[config.mk]
export PLATFORM = sky130hd
export DESIGN_NAME = mul_reg
export DESIGN_NICKNAME = d
export VERILOG_FILES = /design/src/rtl/mul_reg.sv
export SDC_FILE = /design/constraint.sdc
export NUM_CORES = 1
export LEC_CHECK = 0
export ABC_AREA = 0
export CAP_MARGIN = 20
export CORE_MARGIN = 2
export CORE_UTILIZATION = 35
export DETAILED_ROUTE_END_ITERATION = 8
export MAX_ROUTING_LAYER = met4
export SYNTH_ARGS = -nofsm -noshare
export SYNTH_HDL_FRONTEND = slang
export SYNTH_SLANG_ARGS = --single-unit
[constraint.sdc]
create_clock -name clk -period 0.8 [get_ports clk]
set_input_delay 0.16 -clock clk [delete_from_list [all_inputs] [get_ports clk]]
set_output_delay 0.16 -clock clk [all_outputs]
set_load 0.01 [all_outputs]
[src/rtl/mul_reg.sv]
// Registered signed 8x8 multiplier, radix-4 Booth encoded on y.
// Product is truncated to 15 bits and wraps modulo 2^15.
module mul_reg (
  input  logic        clk,
  input  logic        rst_n,
  input  logic [7:0]  x,
  input  logic [7:0]  y,
  output logic [14:0] o_mul
);

  logic [8:0]  yb;
  logic [15:0] xs;
  logic [2:0]  grp [4];
  logic [15:0] pp  [4];
  logic [14:0] sum;

  assign yb = {y, 1'b0};
  assign xs = {{8{x[7]}}, x};

  for (genvar g = 0; g < 4; g++) begin : g_grp
    assign grp[g] = yb[2*g+2 -: 3];
  end

  // Select/shift/negate of x per Booth digit, then weight by 4^i
  always_comb begin
    for (int i = 0; i < 4; i++) begin
      pp[i] = '0;
      unique case (1'b1)
        (grp[i] == 3'b001) || (grp[i] == 3'b010):
          pp[i] = xs;
        (grp[i] == 3'b011):
          pp[i] = xs << 1;
        (grp[i] == 3'b100):
          pp[i] = -(xs << 1);
        (grp[i] == 3'b101) || (grp[i] == 3'b110):
          pp[i] = -xs;
        default:
          pp[i] = '0;
      endcase
      pp[i] = pp[i] << (2 * i);
    end
  end

  assign sum = 15'(pp[0] + pp[1] + pp[2] + pp[3]);

  always_ff @(posedge clk or negedge rst_n) begin
    if (!rst_n) o_mul <= '0;
    else        o_mul <= sum;
  end

endmodule

-- Word level (Yosys, flattened, before mapping)
Index checks and enable logic that the tools add are counted.
Widths: inputs -> output; s select.
- bits in registers: 15
- bits of input ports: 18
- output and inout bits: 15
- logic and storage cells: 37
- add/subtract/negate cells: 5
- eq/ne operators: 21
- mux-type cells: 4
- reductions and logical operators: 6
- operator list (operator ; count):
    $pmux 13 s4 ; 1
    $add 15x15->15 ; 3
    $pmux 15 s3 ; 1
    $pmux 11 s4 ; 1
    $pmux 9 s4 ; 1
    $neg 15->15 ; 2
    $eq 3x3->1 const B ; 9
    $eq 3x2->1 const B ; 6
    $eq 3x1->1 const B ; 3
    $logic_or 1x1->1 ; 6
    $eq 2x2->1 const B ; 2
    $eq 2x1->1 const B ; 1

-- Longest topological paths before layout
Gate-level depths: netlist of run 1.
- word-level depth: 6
- depth in mapped cells: 21
- depth with buffers taken out: 18

-- Least setup slack after synthesis of run 1
OpenSTA, ideal clock, no wires.
- path type: input to register
- from: input x[0]
- to: register o_mul[14]
- library setup time: 0.134 ns
- arrival time: 4.676 ns
- data required time: 0.666 ns
- path slack: -4.009 ns
- stages: 20
- path buffers: 3
- cells stage by stage: buf_6 > inv_1 > ha_1 > buf_2 > or3b_1 > buf_2 > nor3_2 > xnor2_1 > a211o_1 > a31o_1 > fa_1 > inv_1 > fa_1 > inv_1 > ha_1 > and3_1 > a221oi_1 > a21oi_1 > a31oi_1 > xnor3_1
- word-level cells in the longest chain between the ends: 5
- elaborated cells on any way between the ends: 9
- classes of those cells: 5 x add/sub; 4 x mux
- RTL lines (item ; line ; RTL):
    start: declaration ; 6 ; input logic [7:0] x,
    $neg 15->15 (on tied branches) ; 36, 34 ;
    $pmux 13 s4 or $pmux 15 s3 (tied branches) ; 28 ; unique case (1'b1)
    $add 15x15->15 (2 in a row) ; 44 ; assign sum = 15'(pp[0] + pp[1] + pp[2] + pp[3]);
    $add 15x15->15 * ; 44 ;
    via sum[14] ; 15 ; logic [14:0] sum;
    end signal: assignment ; 48 ; else o_mul <= sum;
    end: declaration ; 8 ; output logic [14:0] o_mul
The timed path passes the listed nets; every way through them passes the cells marked *.

-- Final worst setup path of run 1
Same ends and word-level chain as after synthesis.

==> impl_results.md, run 1 <==
* Power Dens Cells at roughly 1900 mW/mm^2
* Average instance area after synthesis at between 7 and 8 sq um
* Count of mapped cells out of synthesis at 409
* Fraction of synthesis flops using an asynchronous set or reset pin at between 90% and 100%
* Number of distinct library cells after synthesis at 67
* Arrival time at the worst endpoint at about 4200 ps
* Area growth from synthesis to final layout at 66.57%
* Router iterations before antenna repair at 5
* Number of inserted filler cells in the final layout at about 740
* Actual transition at the worst max-transition pin at 497.5 ps
* Worst path required time at a little over 900 ps
* Total core area at a little under 0.009 sq mm
* Final worst path period need at around 4000 ps
* Count of max-cap constraint violations at 0
* CTS clock-pin slew for the worst setup and hold paths at about 60 ps
* Via count of the routed design at around 3.6k
* Vias in the first global route at roughly 3.6k
* Cell leakage power at around 2.5 nW
* Part of the Yosys area used for sequential elements at 11.91%
* Synthesized flop and latch total at 15
* Largest registers in the final layout: o_mul x15
* Dominant cells by area after synthesis: sky130_fd_sc_hd__fa_1, sky130_fd_sc_hd__dfrtp_1, sky130_fd_sc_hd__ha_1, sky130_fd_sc_hd__a21oi_1, sky130_fd_sc_hd__inv_1
* Die boundary height at between 90 and 100 microns
* Fraction of post-synthesis cell area in the top cell type by area at 12.07%
* # placed instances at roughly 620
* Netlist Area Pre-Place at roughly 0.0032 sq mm
* WL met2 at 5295 microns
* CTS Root Buffer Type: sky130_fd_sc_hd__clkbuf_8
* TritonCTS Buffers at 3
* Violations in the final reports: setup timing
* Cell area after layout at 0.005250 sq mm
* Final-layout setup total negative slack at -32990 ps
* Hold crit path type: input port to async pin
* Placed standard-cell area at between 0.004 and 0.005 sq mm
* Final std cells w/o fill at between 600 and 700
* Max Fclk at between 200 and 250 MHz
* Met3 layer wire length in the routed design at between 500 and 600 microns
* Worst stage delay on the critical path at around 520 ps
* Die X-Extent at between 90 and 100 microns
* Top_reg_cell synth: sky130_fd_sc_hd__dfrtp_1
* Number of antenna violations at the first check in global routing at 0
* Kind of launch point of the worst setup path: input port
* Final Cycle Share at 503.0%
* Share of cells above drive strength 1 at a little under half
* CTS sink cnt at 15
* Clock tree from TritonCTS: done
* Number of placement rows at 34
* Post-DR wirelength/cell at ~16 microns
* Highest signal layer in the routed design: met4
* Critical path's slowest cell: sky130_fd_sc_hd__fa_1
* Worst hold margin at roughly 230 ps
* Run status: finished with violations
* Synthesis Warnings at 0
* Register bank with the most flops: o_mul
* DRC Markers at 0
* Total design power at ~9.9 mW
* Number of enable flip-flop cells after synthesis at 0
* Pin count of the biggest net entering global routing at 21
* Length of routed wiring on met1 at roughly 4500 microns
* Post-DP HPWL at between 7000 and 8000 microns
* Final Setup Violations at 29
* Depth of the CTS H-tree at 1
* Area of all sequential standard cells at 375.4 sq um
* Flip-flop count of the largest register, all copies and words added at 15
* Worst Slack Setup Final at -3224 ps
* Fraction of the core area covered by cells at the end of the flow at 60.20%
* Total count of hold-check failures in the final report at 0
* Effective utilization at floorplan at 36.14%
* Critical Path Fanout Max at 5
* Relative max-transition margin at 66.84%
* Most common cell after layout, fill and taps aside: sky130_fd_sc_hd__buf_4
* Setup Crit Path Kind: input port to flop
* Global-route wire length before repair at ~17000 microns
* Full die area at roughly 0.0098 sq mm
* Antenna fix cells at 0
* Multi-input combinational cell area at 0.002873 sq mm
* Number of antenna-violating nets in the routed design at 0
* Input/output buffers at 32
* Largest vdd supply drop at 0.7873 mV
* Final WL at between 10000 and 15000 microns
* Syn_nets at between 400 and 500
* Weighted congestion reported at the end of routability-driven placement at 0.9144
* Post-placement setup slack at -4031 ps
* Total number of nets in the final design at 619
* Critical-path cell list: buf_8, inv_6, ha_4, or3b_4, nor3_4, buf_6, xnor2_4, a221oi_2, nor2_1, fa_1, inv_1, fa_1, inv_1, ha_4, and3_4, a221oi_4, a21oi_2, a31oi_1, xnor3_1
* Most area-hungry cell type in the Yosys netlist: sky130_fd_sc_hd__fa_1
* Hold-fix buffers, CTS at 0
* All-layer global routing usage at 21.96%
* CTS Buffer Depth at 2
* Gr ovfl total at 0
* Per-cell via count in the routed design at between 5 and 6
* Endpoint kind of the worst setup timing path: flop
* Most frequent cells in the layout: sky130_fd_sc_hd__buf_4, sky130_fd_sc_hd__buf_6, sky130_fd_sc_hd__inv_1
* IO Pins at 33
* Starting DRC count in detailed routing at 207
* Final Max Slew Viols at 0
* RSZ-0062 raised after global routing: true
-- critical path: cells and delay by family --
family	cells	cell delay, ps
simple gates	4	910
compound gates	4	940
buf+inv	5	420
xor+xnor	2	320
fa+ha+maj	4	1380
-- power by group --
group	internal (mW)	switching [mW]	total [mW]	leakage (nW)
clock network	0.353	0.269	0.622	0.0228
registers	1.11	0.0589	1.17	0.177
logic	4.41	3.75	8.15	2.26
-- path summary, 6_finish.rpt --
| path | end | slack (ps) | depth (start not counted) | startpoint |
|---|---|---|---|---|
| max | o_mul[14] | -3220 | 19 | x[0] |
| min | o_mul[3] | 230 | 2 | rst_n |
| max in group asynchronous | o_mul[14] | 450 | 2 | rst_n |
| min in group clk | o_mul[1] | 380 | 4 | x[1] |
-- per-layer routing --
layer / track usage (%) / up-vias
met4: 7.165 / 0
met3: 2.199 / 27
met5: - / -
met1: 26.99 / 1677
met2: 37.79 / 136
li1: - / 1733
-- cells in the mapped netlist, types with 3 or more instances --
master,count
sky130_fd_sc_hd__a211oi_1,3
sky130_fd_sc_hd__a21o_1,8
sky130_fd_sc_hd__a21oi_1,36
sky130_fd_sc_hd__a221oi_1,8
sky130_fd_sc_hd__a22o_1,4
sky130_fd_sc_hd__a22oi_1,4
sky130_fd_sc_hd__a31oi_1,6
sky130_fd_sc_hd__and2_2,3
sky130_fd_sc_hd__and3_1,4
sky130_fd_sc_hd__buf_1,3
sky130_fd_sc_hd__buf_2,7
sky130_fd_sc_hd__clkbuf_1,20
sky130_fd_sc_hd__dfrtp_1,15
sky130_fd_sc_hd__fa_1,19
sky130_fd_sc_hd__ha_1,16
sky130_fd_sc_hd__inv_1,48
sky130_fd_sc_hd__mux2i_1,12
sky130_fd_sc_hd__nand2_1,34
sky130_fd_sc_hd__nor2_1,33
sky130_fd_sc_hd__nor2b_1,3
sky130_fd_sc_hd__nor3_1,5
sky130_fd_sc_hd__o211ai_1,5
sky130_fd_sc_hd__o21ai_0,31
sky130_fd_sc_hd__o22ai_1,5
sky130_fd_sc_hd__xnor2_1,18
sky130_fd_sc_hd__xor2_1,4
-- what timing repair did --
item,in CTS,in global routing
gates resized for setup,166,54
buffers inserted,33,17
pin swaps,37,39
endpoints found under the setup margin,30,29
cloned,1,0
endpoints found under the hold margin,0,0
-- kinds of logic after synthesis --
logic type	count (synthesis)	share of synthesized area (%)
flops	15	11.91
fa+ha+maj	35	18.42
simple gates	99	15.68
compound gates	133	27.35
buf+inv	84	11.12
xor+xnor	26	8.733
mux	17	6.789
-- layout make-up --
type                    count  area share, %
flip-flops and latches     15          7.150
inverters                  50          3.861
well taps                 108          2.574
multi-input cells         310          54.72
clock buffers               4         0.8580
repair buffers            186          30.84
(Power assumes the default switching activity.)
==> run 2, diff against run 1 <==
GPL_TIMING_DRIVEN = 0   (was default)
==> run 2 against run 1 <==
Against the previous run: global-route usage is 0.61 points lower; count of clock-buffer cells in the layout unchanged; critical path type unchanged; via count fell by 5.0%; the run still ends with setup timing left; maximum frequency fell by 0.78%; wire length decreased by 2.0%; final cell count decreased by 13%.
==> impl_results.md, run 2 (synthesis gave the netlist of run 1 again) <==
* Share of cells above drive strength 1 at 35.77% (was 47.26%)
* Starting DRC count in detailed routing at 350 (was 207)
* Gr ovfl total at 0 (unchanged)
* Kind of launch point of the worst setup path: input port (unchanged)
* Total number of cells along the worst setup path at 18 (was 19)
* Die boundary height at 98.90 microns (unchanged)
* Global-route wire length before repair at 16490 microns (was 17000 microns)
* Area of all sequential standard cells at 375.4 sq um (unchanged)
* Effective utilization at floorplan at 36.14% (unchanged)
* Input/output buffers at 24 (was 32)
* Antenna fix cells at 0 (unchanged)
* Run status: finished with violations (unchanged)
* Kind of cell with the highest combined delay on the critical path: adder cells (unchanged)
* Post-DR wirelength/cell at 17.78 microns (was 15.79 microns)
* Multi-input combinational cell area at 0.002804 sq mm (was 0.002873 sq mm)
* Critical path's slowest cell: sky130_fd_sc_hd__fa_1 (unchanged)
* All-layer global routing usage at 21.35% (was 21.96%)
* Depth of the CTS H-tree at 1 (unchanged)
* Number of inserted filler cells in the final layout at 832 (was 742)
* Full die area at 0.009780 sq mm (unchanged)
* Setup Crit Path Kind: input port to flop (unchanged)
* Power Dens Cells at 2027 mW/mm^2 (was 1894 mW/mm^2)
* Relative max-transition margin at 49.83% (was 66.84%)
* Most frequent cells in the layout: sky130_fd_sc_hd__buf_4, sky130_fd_sc_hd__inv_1, sky130_fd_sc_hd__a21oi_1 (was sky130_fd_sc_hd__buf_4, sky130_fd_sc_hd__buf_6, sky130_fd_sc_hd__inv_1)
* CTS Root Buffer Type: sky130_fd_sc_hd__clkbuf_8 (unchanged)
* Largest vdd supply drop at 0.7465 mV (was 0.7873 mV)
* Die X-Extent at 98.90 microns (unchanged)
* Violations in the final reports: setup timing (unchanged)
* Final WL at 10420 microns (was 10630 microns)
* Endpoint kind of the worst setup timing path: flop (unchanged)
* CTS clock-pin slew for the worst setup and hold paths at 60 ps (about the same)
* Largest registers in the final layout: o_mul x15 (unchanged)
* Pin count of the biggest net entering global routing at 16 (was 21)
* Hold-fix buffers, CTS at 0 (unchanged)
* Register bank with the most flops: o_mul (unchanged)
* IO Pins at 33 (unchanged)
* Actual transition at the worst max-transition pin at 749.9 ps (was 497.5 ps)
* Cell area after layout at 0.004404 sq mm (was 0.005250 sq mm)
* Max Fclk at 246.6 MHz (was 248.5 MHz)
* Number of placement rows at 34 (unchanged)
* Total number of nets in the final design at 532 (was 619)
* Critical Path Fanout Max at 5 (unchanged)
* Most common cell after layout, fill and taps aside: sky130_fd_sc_hd__buf_4 (unchanged)
* RSZ-0062 raised after global routing: true (unchanged)
* Worst path required time at 920 ps (about the same)
* Placed standard-cell area at 0.003710 sq mm (was 0.004442 sq mm)
* Weighted congestion reported at the end of routability-driven placement at 0.9283 (was 0.9144)
* Via count of the routed design at 3394 (was 3573)
* Arrival time at the worst endpoint at 4180 ps (was 4150 ps)
* Post-DP HPWL at 7317 microns (was 7778 microns)
* Vias in the first global route at 3325 (was 3567)
* TritonCTS Buffers at 3 (unchanged)
* Final Setup Violations at 28 (was 29)
* Final worst path period need at 4055 ps (was 4024 ps)
* Combined buffer and inverter count along the critical path at 5 (unchanged)
* Number of antenna-violating nets in the routed design at 0 (unchanged)
* Hold crit path type: input port to async pin (unchanged)
* Number of antenna violations at the first check in global routing at 0 (unchanged)
* Fraction of the core area covered by cells at the end of the flow at 50.50% (was 60.20%)
* Final Max Slew Viols at 0 (unchanged)
* Total count of hold-check failures in the final report at 0 (unchanged)
* Per-cell via count in the routed design at 5.792 (was 5.309)
* DRC Markers at 0 (unchanged)
* Clock tree from TritonCTS: done (unchanged)
* CTS sink cnt at 15 (unchanged)
* Router iterations before antenna repair at 6 (was 5)
* CTS Buffer Depth at 2 (unchanged)
* Worst Slack Setup Final at -3255 ps (was -3224 ps)
* Cell leakage power at 1.985 nW (was 2.461 nW)
* Area growth from synthesis to final layout at 39.74% (was 66.57%)
* Count of max-cap constraint violations at 0 (unchanged)
* Critical-path cell list: buf_12, clkinv_8, ha_4, or3b_4, nor3_4, buf_6, xnor2_4, nor2_2, a21o_1, mux4_2, fa_1, inv_2, fa_1, inv_2, ha_4, mux2_4, a311oi_2, o311ai_1 (was buf_8, inv_6, ha_4, or3b_4, nor3_4, buf_6, xnor2_4, a221oi_2, nor2_1, fa_1, inv_1, fa_1, inv_1, ha_4, and3_4, a221oi_4, a21oi_2, a31oi_1, xnor3_1)
* Total core area at 0.008721 sq mm (unchanged)
* Final Cycle Share at 506.9% (was 503.0%)
* Flip-flop count of the largest register, all copies and words added at 15 (unchanged)
* Worst stage delay on the critical path at 540 ps (was 520 ps)
## run 2: cell types whose count changed in the layout (fill, tap and decap cells not counted), moves of 4 or more
cell / before / now
sky130_fd_sc_hd__buf_4: 112 / 38
sky130_fd_sc_hd__buf_6: 37 / 10
sky130_fd_sc_hd__clkbuf_2: 0 / 8
sky130_fd_sc_hd__clkbuf_1: 1 / 6
sky130_fd_sc_hd__clkbuf_4: 0 / 4
## run 2: report_power, final
group | internal, mW | switching, mW
clock | 0.353 | 0.277
sequential | 1.10 | 0.0514
combinational | 3.65 | 3.49
## run 2: per-stage QoR
step / worst slack (ps) / total power [mW] / hold slack, ps / instances / TNS [ps]
after global placement: -4465 / 6.875 / 443.3 / 541 / -52370
after global routing: -3366 / 9.715 / 123.5 / 586 / -33110
final: -3255 / 8.928 / 60.54 / 586 / -31530
after detailed placement: -4524 / 6.962 / 445.4 / 541 / -52830
after floorplan: -3497 / 5.485 / -135.6 / 409 / -31790
after CTS: -3389 / 8.326 / 88.72 / 579 / -32620
## run 2: cell type report
| type | instances | share of cell area [%] |
|---|---|---|
| buffer | 31 | 6.108 |
| clock buffer | 4 | 1.023 |
| inverter | 50 | 4.915 |
| multi-input combinational | 310 | 63.66 |
| sequential | 15 | 8.523 |
| tap | 108 | 3.068 |
| timing repair buffer | 68 | 12.70 |
## run 2: timing repair
| item | in CTS | in global routing |
|---|---|---|
| setup buffers | 35 | 12 |
| pin swaps | 33 | 33 |
| endpoints found under the setup margin | 44 | 29 |
| resized for setup | 148 | 51 |
## run 2: worst paths after layout
kind	to	slack [ps]	start
worst max-delay path	o_mul[13]	-3260	x[0]
worst min-delay path	o_mul[8]	60	rst_n
max in group asynchronous	o_mul[7]	300	rst_n
min in group clk	o_mul[0]	280	x[0]
## run 2: routing by layer
layer | vias to the layer above | wire length [microns] | global-route usage (%) | share of wire (%)
met1 | 1631 | 4390 | 27.42 | 42
li1 | 1568 | - | - | -
met2 | 170 | 5098 | 35.34 | 49
met3 | 25 | 726 | 2.128 | 7.0
met4 | 0 | 203 | 6.955 | 1.9
met5 | - | 0 | - | 0
==> run 3, diff against run 2 <==
MAX_ROUTING_LAYER = default   (was met4)
SETUP_SLACK_MARGIN = 0.05   (was default)
SLEW_MARGIN = 20   (was default)
==> run 3 against run 2 <==
Against the previous run: the run still ends with setup timing left; flip-flop and latch count unchanged; combinational power fell by 0.6%; die area is the same; non-clock buffer count decreased by 6.
==> impl_results.md, run 3 (synthesis gave the netlist of run 1 again) <==
* Total count of hold-check failures in the final report at 0 (unchanged)
* Die X-Extent at 98.90 microns (unchanged)
* Worst Slack Setup Final at -3300 ps (was -3255 ps)
* Largest vdd supply drop at 0.8003 mV (was 0.7465 mV)
* TritonCTS Buffers at 3 (unchanged)
* Post-DR wirelength/cell at 17.10 microns (was 17.78 microns)
* Router iterations before antenna repair at 7 (was 6)
* Flip-flop count of the largest register, all copies and words added at 15 (unchanged)
* Fraction of the core area covered by cells at the end of the flow at 49.90% (was 50.50%)
* Endpoint kind of the worst setup timing path: flop (unchanged)
* All-layer global routing usage at 20.46% (was 21.35%)
* Critical Path Fanout Max at 4 (was 5)
* Clock tree from TritonCTS: done (unchanged)
* Area growth from synthesis to final layout at 38.07% (was 39.74%)
* Weighted congestion reported at the end of routability-driven placement at 0.8910 (was 0.9283)
* Power Dens Cells at 2040 mW/mm^2 (was 2027 mW/mm^2)
* Input/output buffers at 24 (unchanged)
* Final-layout setup total negative slack at -32270 ps (was -31530 ps)
* Arrival time at the worst endpoint at 4210 ps (was 4180 ps)
* RSZ-0062 raised after global routing: true (unchanged)
* Relative max-transition margin at 50.61% (was 49.83%)
* Hold crit path type: input port to async pin (unchanged)
* Number of antenna-violating nets in the routed design at 0 (unchanged)
* Count of max-cap constraint violations at 0 (unchanged)
* Per-cell via count in the routed design at 5.734 (was 5.792)
* CTS Buffer Depth at 2 (unchanged)
* CTS sink cnt at 15 (unchanged)
* Launch point of the critical path: x[0] (unchanged)
* Total core area at 0.008721 sq mm (unchanged)
* Register bank with the most flops: o_mul (unchanged)
* Violations in the final reports: setup timing (unchanged)
* Die boundary height at 98.90 microns (unchanged)
* Most common cell after layout, fill and taps aside: sky130_fd_sc_hd__inv_1 (was sky130_fd_sc_hd__buf_4)
* Final WL at 9920 microns (was 10420 microns)
* Number of antenna violations at the first check in global routing at 0 (unchanged)
* Number of inserted filler cells in the final layout at 837 (was 832)
* Pin count of the biggest net entering global routing at 16 (unchanged)
* Setup Crit Path Kind: input port to flop (unchanged)
* Actual transition at the worst max-transition pin at 738.3 ps (was 749.9 ps)
* Cell area after layout at 0.004352 sq mm (was 0.004404 sq mm)
* Run status: finished with violations (unchanged)
* Final Cycle Share at 512.5% (was 506.9%)
* Antenna fix cells at 0 (unchanged)
* Full die area at 0.009780 sq mm (unchanged)
* End point of the critical path: o_mul[14] (was o_mul[13])
* Starting DRC count in detailed routing at 263 (was 350)
* CTS Root Buffer Type: sky130_fd_sc_hd__clkbuf_8 (unchanged)
* Hold-fix buffers, CTS at 0 (unchanged)
* Worst hold margin at 51.44 ps (was 60.54 ps)
* Max Fclk at 243.9 MHz (was 246.6 MHz)
* Vias in the first global route at 3300 (was 3325)
* Total design power at 8.879 mW (was 8.928 mW)
* Gr ovfl total at 0 (unchanged)
* Final Max Slew Viols at 0 (unchanged)
* Kind of launch point of the worst setup path: input port (unchanged)
* Number of placement rows at 34 (unchanged)
* Most frequent cells in the layout: sky130_fd_sc_hd__inv_1, sky130_fd_sc_hd__a21oi_1, sky130_fd_sc_hd__nand2_1 (was sky130_fd_sc_hd__buf_4, sky130_fd_sc_hd__inv_1, sky130_fd_sc_hd__a21oi_1)
* DRC Markers at 0 (unchanged)
* Post-DP HPWL at 7251 microns (was 7317 microns)
* Placed standard-cell area at 0.003720 sq mm (was 0.003710 sq mm)
* Total number of nets in the final design at 526 (was 532)
* Depth of the CTS H-tree at 1 (unchanged)
* Via count of the routed design at 3326 (was 3394)
* CTS clock-pin slew for the worst setup and hold paths at 60 ps (about the same)
* Global-route wire length before repair at 16330 microns (was 16490 microns)
* Final worst path period need at 4100 ps (was 4055 ps)
* Cell leakage power at 1.971 nW (was 1.985 nW)
* IO Pins at 33 (unchanged)
* Final Setup Violations at 28 (unchanged)
* Share of cells above drive strength 1 at 33.47% (was 35.77%)
* Largest registers in the final layout: o_mul x15 (unchanged)
* Worst path required time at 910 ps (was 920 ps)
* Effective utilization at floorplan at 36.14% (unchanged)
-- run 3: area by class of cell --
type,instances,area [sq um],area share [%]
timing repair buffer,62,518.0,11.90
clock buffer,4,45.04,1.035
sequential,15,375.4,8.626
buffer,31,262.8,6.038
multi-input combinational,310,2799,64.32
inverter,50,216.5,4.974
tap,108,135.1,3.105
-- run 3: worst min-delay path by stage --
| stage | start | end |
|---|---|---|
| 2_1_floorplan | rst_n | o_mul[0] |
| 6_report | rst_n | o_mul[4] |
| 5_1_grt | rst_n | o_mul[4] |
| 3_3_place_gp | x[0] | o_mul[0] |
| 4_1_cts | rst_n | o_mul[3] |
| 3_5_place_dp | x[0] | o_mul[0] |
-- run 3: report_power, final --
group	leakage, nW	internal, mW	switching (mW)
clock	0.0228	0.352	0.263
sequential	0.177	1.11	0.0553
combinational	1.77	3.62	3.48
total	1.97	5.08	3.80
-- run 3: timing repair --
item | 4_1_cts | 5_1_grt
setup endpoints to repair | 44 | 29
pin swaps | 32 | 35
resized for setup | 142 | 44
setup buffers | 33 | 7
-- run 3: layer usage --
layer	vias to the layer above	routed length [microns]	GRT usage, %
met3	28	665	2.766
met5	-	0	0
met4	0	231	5.796
li1	1550	-	-
met2	151	4779	34.72
met1	1597	4243	27.24
-- run 3: critical path, cell delays in order --
cell and delay [ps]:
sky130_fd_sc_hd__buf_12 110, sky130_fd_sc_hd__clkinv_8 40, sky130_fd_sc_hd__ha_4 120, sky130_fd_sc_hd__or3b_4 410, sky130_fd_sc_hd__nor3_4 230, sky130_fd_sc_hd__buf_6 150, sky130_fd_sc_hd__xnor2_4 110, sky130_fd_sc_hd__buf_6 130
sky130_fd_sc_hd__a211o_1 240, sky130_fd_sc_hd__a31o_1 240, sky130_fd_sc_hd__fa_1 510, sky130_fd_sc_hd__inv_2 50, sky130_fd_sc_hd__fa_1 560, sky130_fd_sc_hd__inv_2 50, sky130_fd_sc_hd__ha_4 210, sky130_fd_sc_hd__or2_4 230
sky130_fd_sc_hd__a21oi_2 160, sky130_fd_sc_hd__a21oi_2 60, sky130_fd_sc_hd__a31oi_2 200, sky130_fd_sc_hd__xnor3_1 250
-- run 3: through the flow --
step / cells / setup slack (ps)
2_1_floorplan: 409 / -3497
3_3_place_gp: 541 / -4449
3_5_place_dp: 541 / -4520
4_1_cts: 575 / -3367
5_1_grt: 580 / -3459
6_report: 580 / -3300
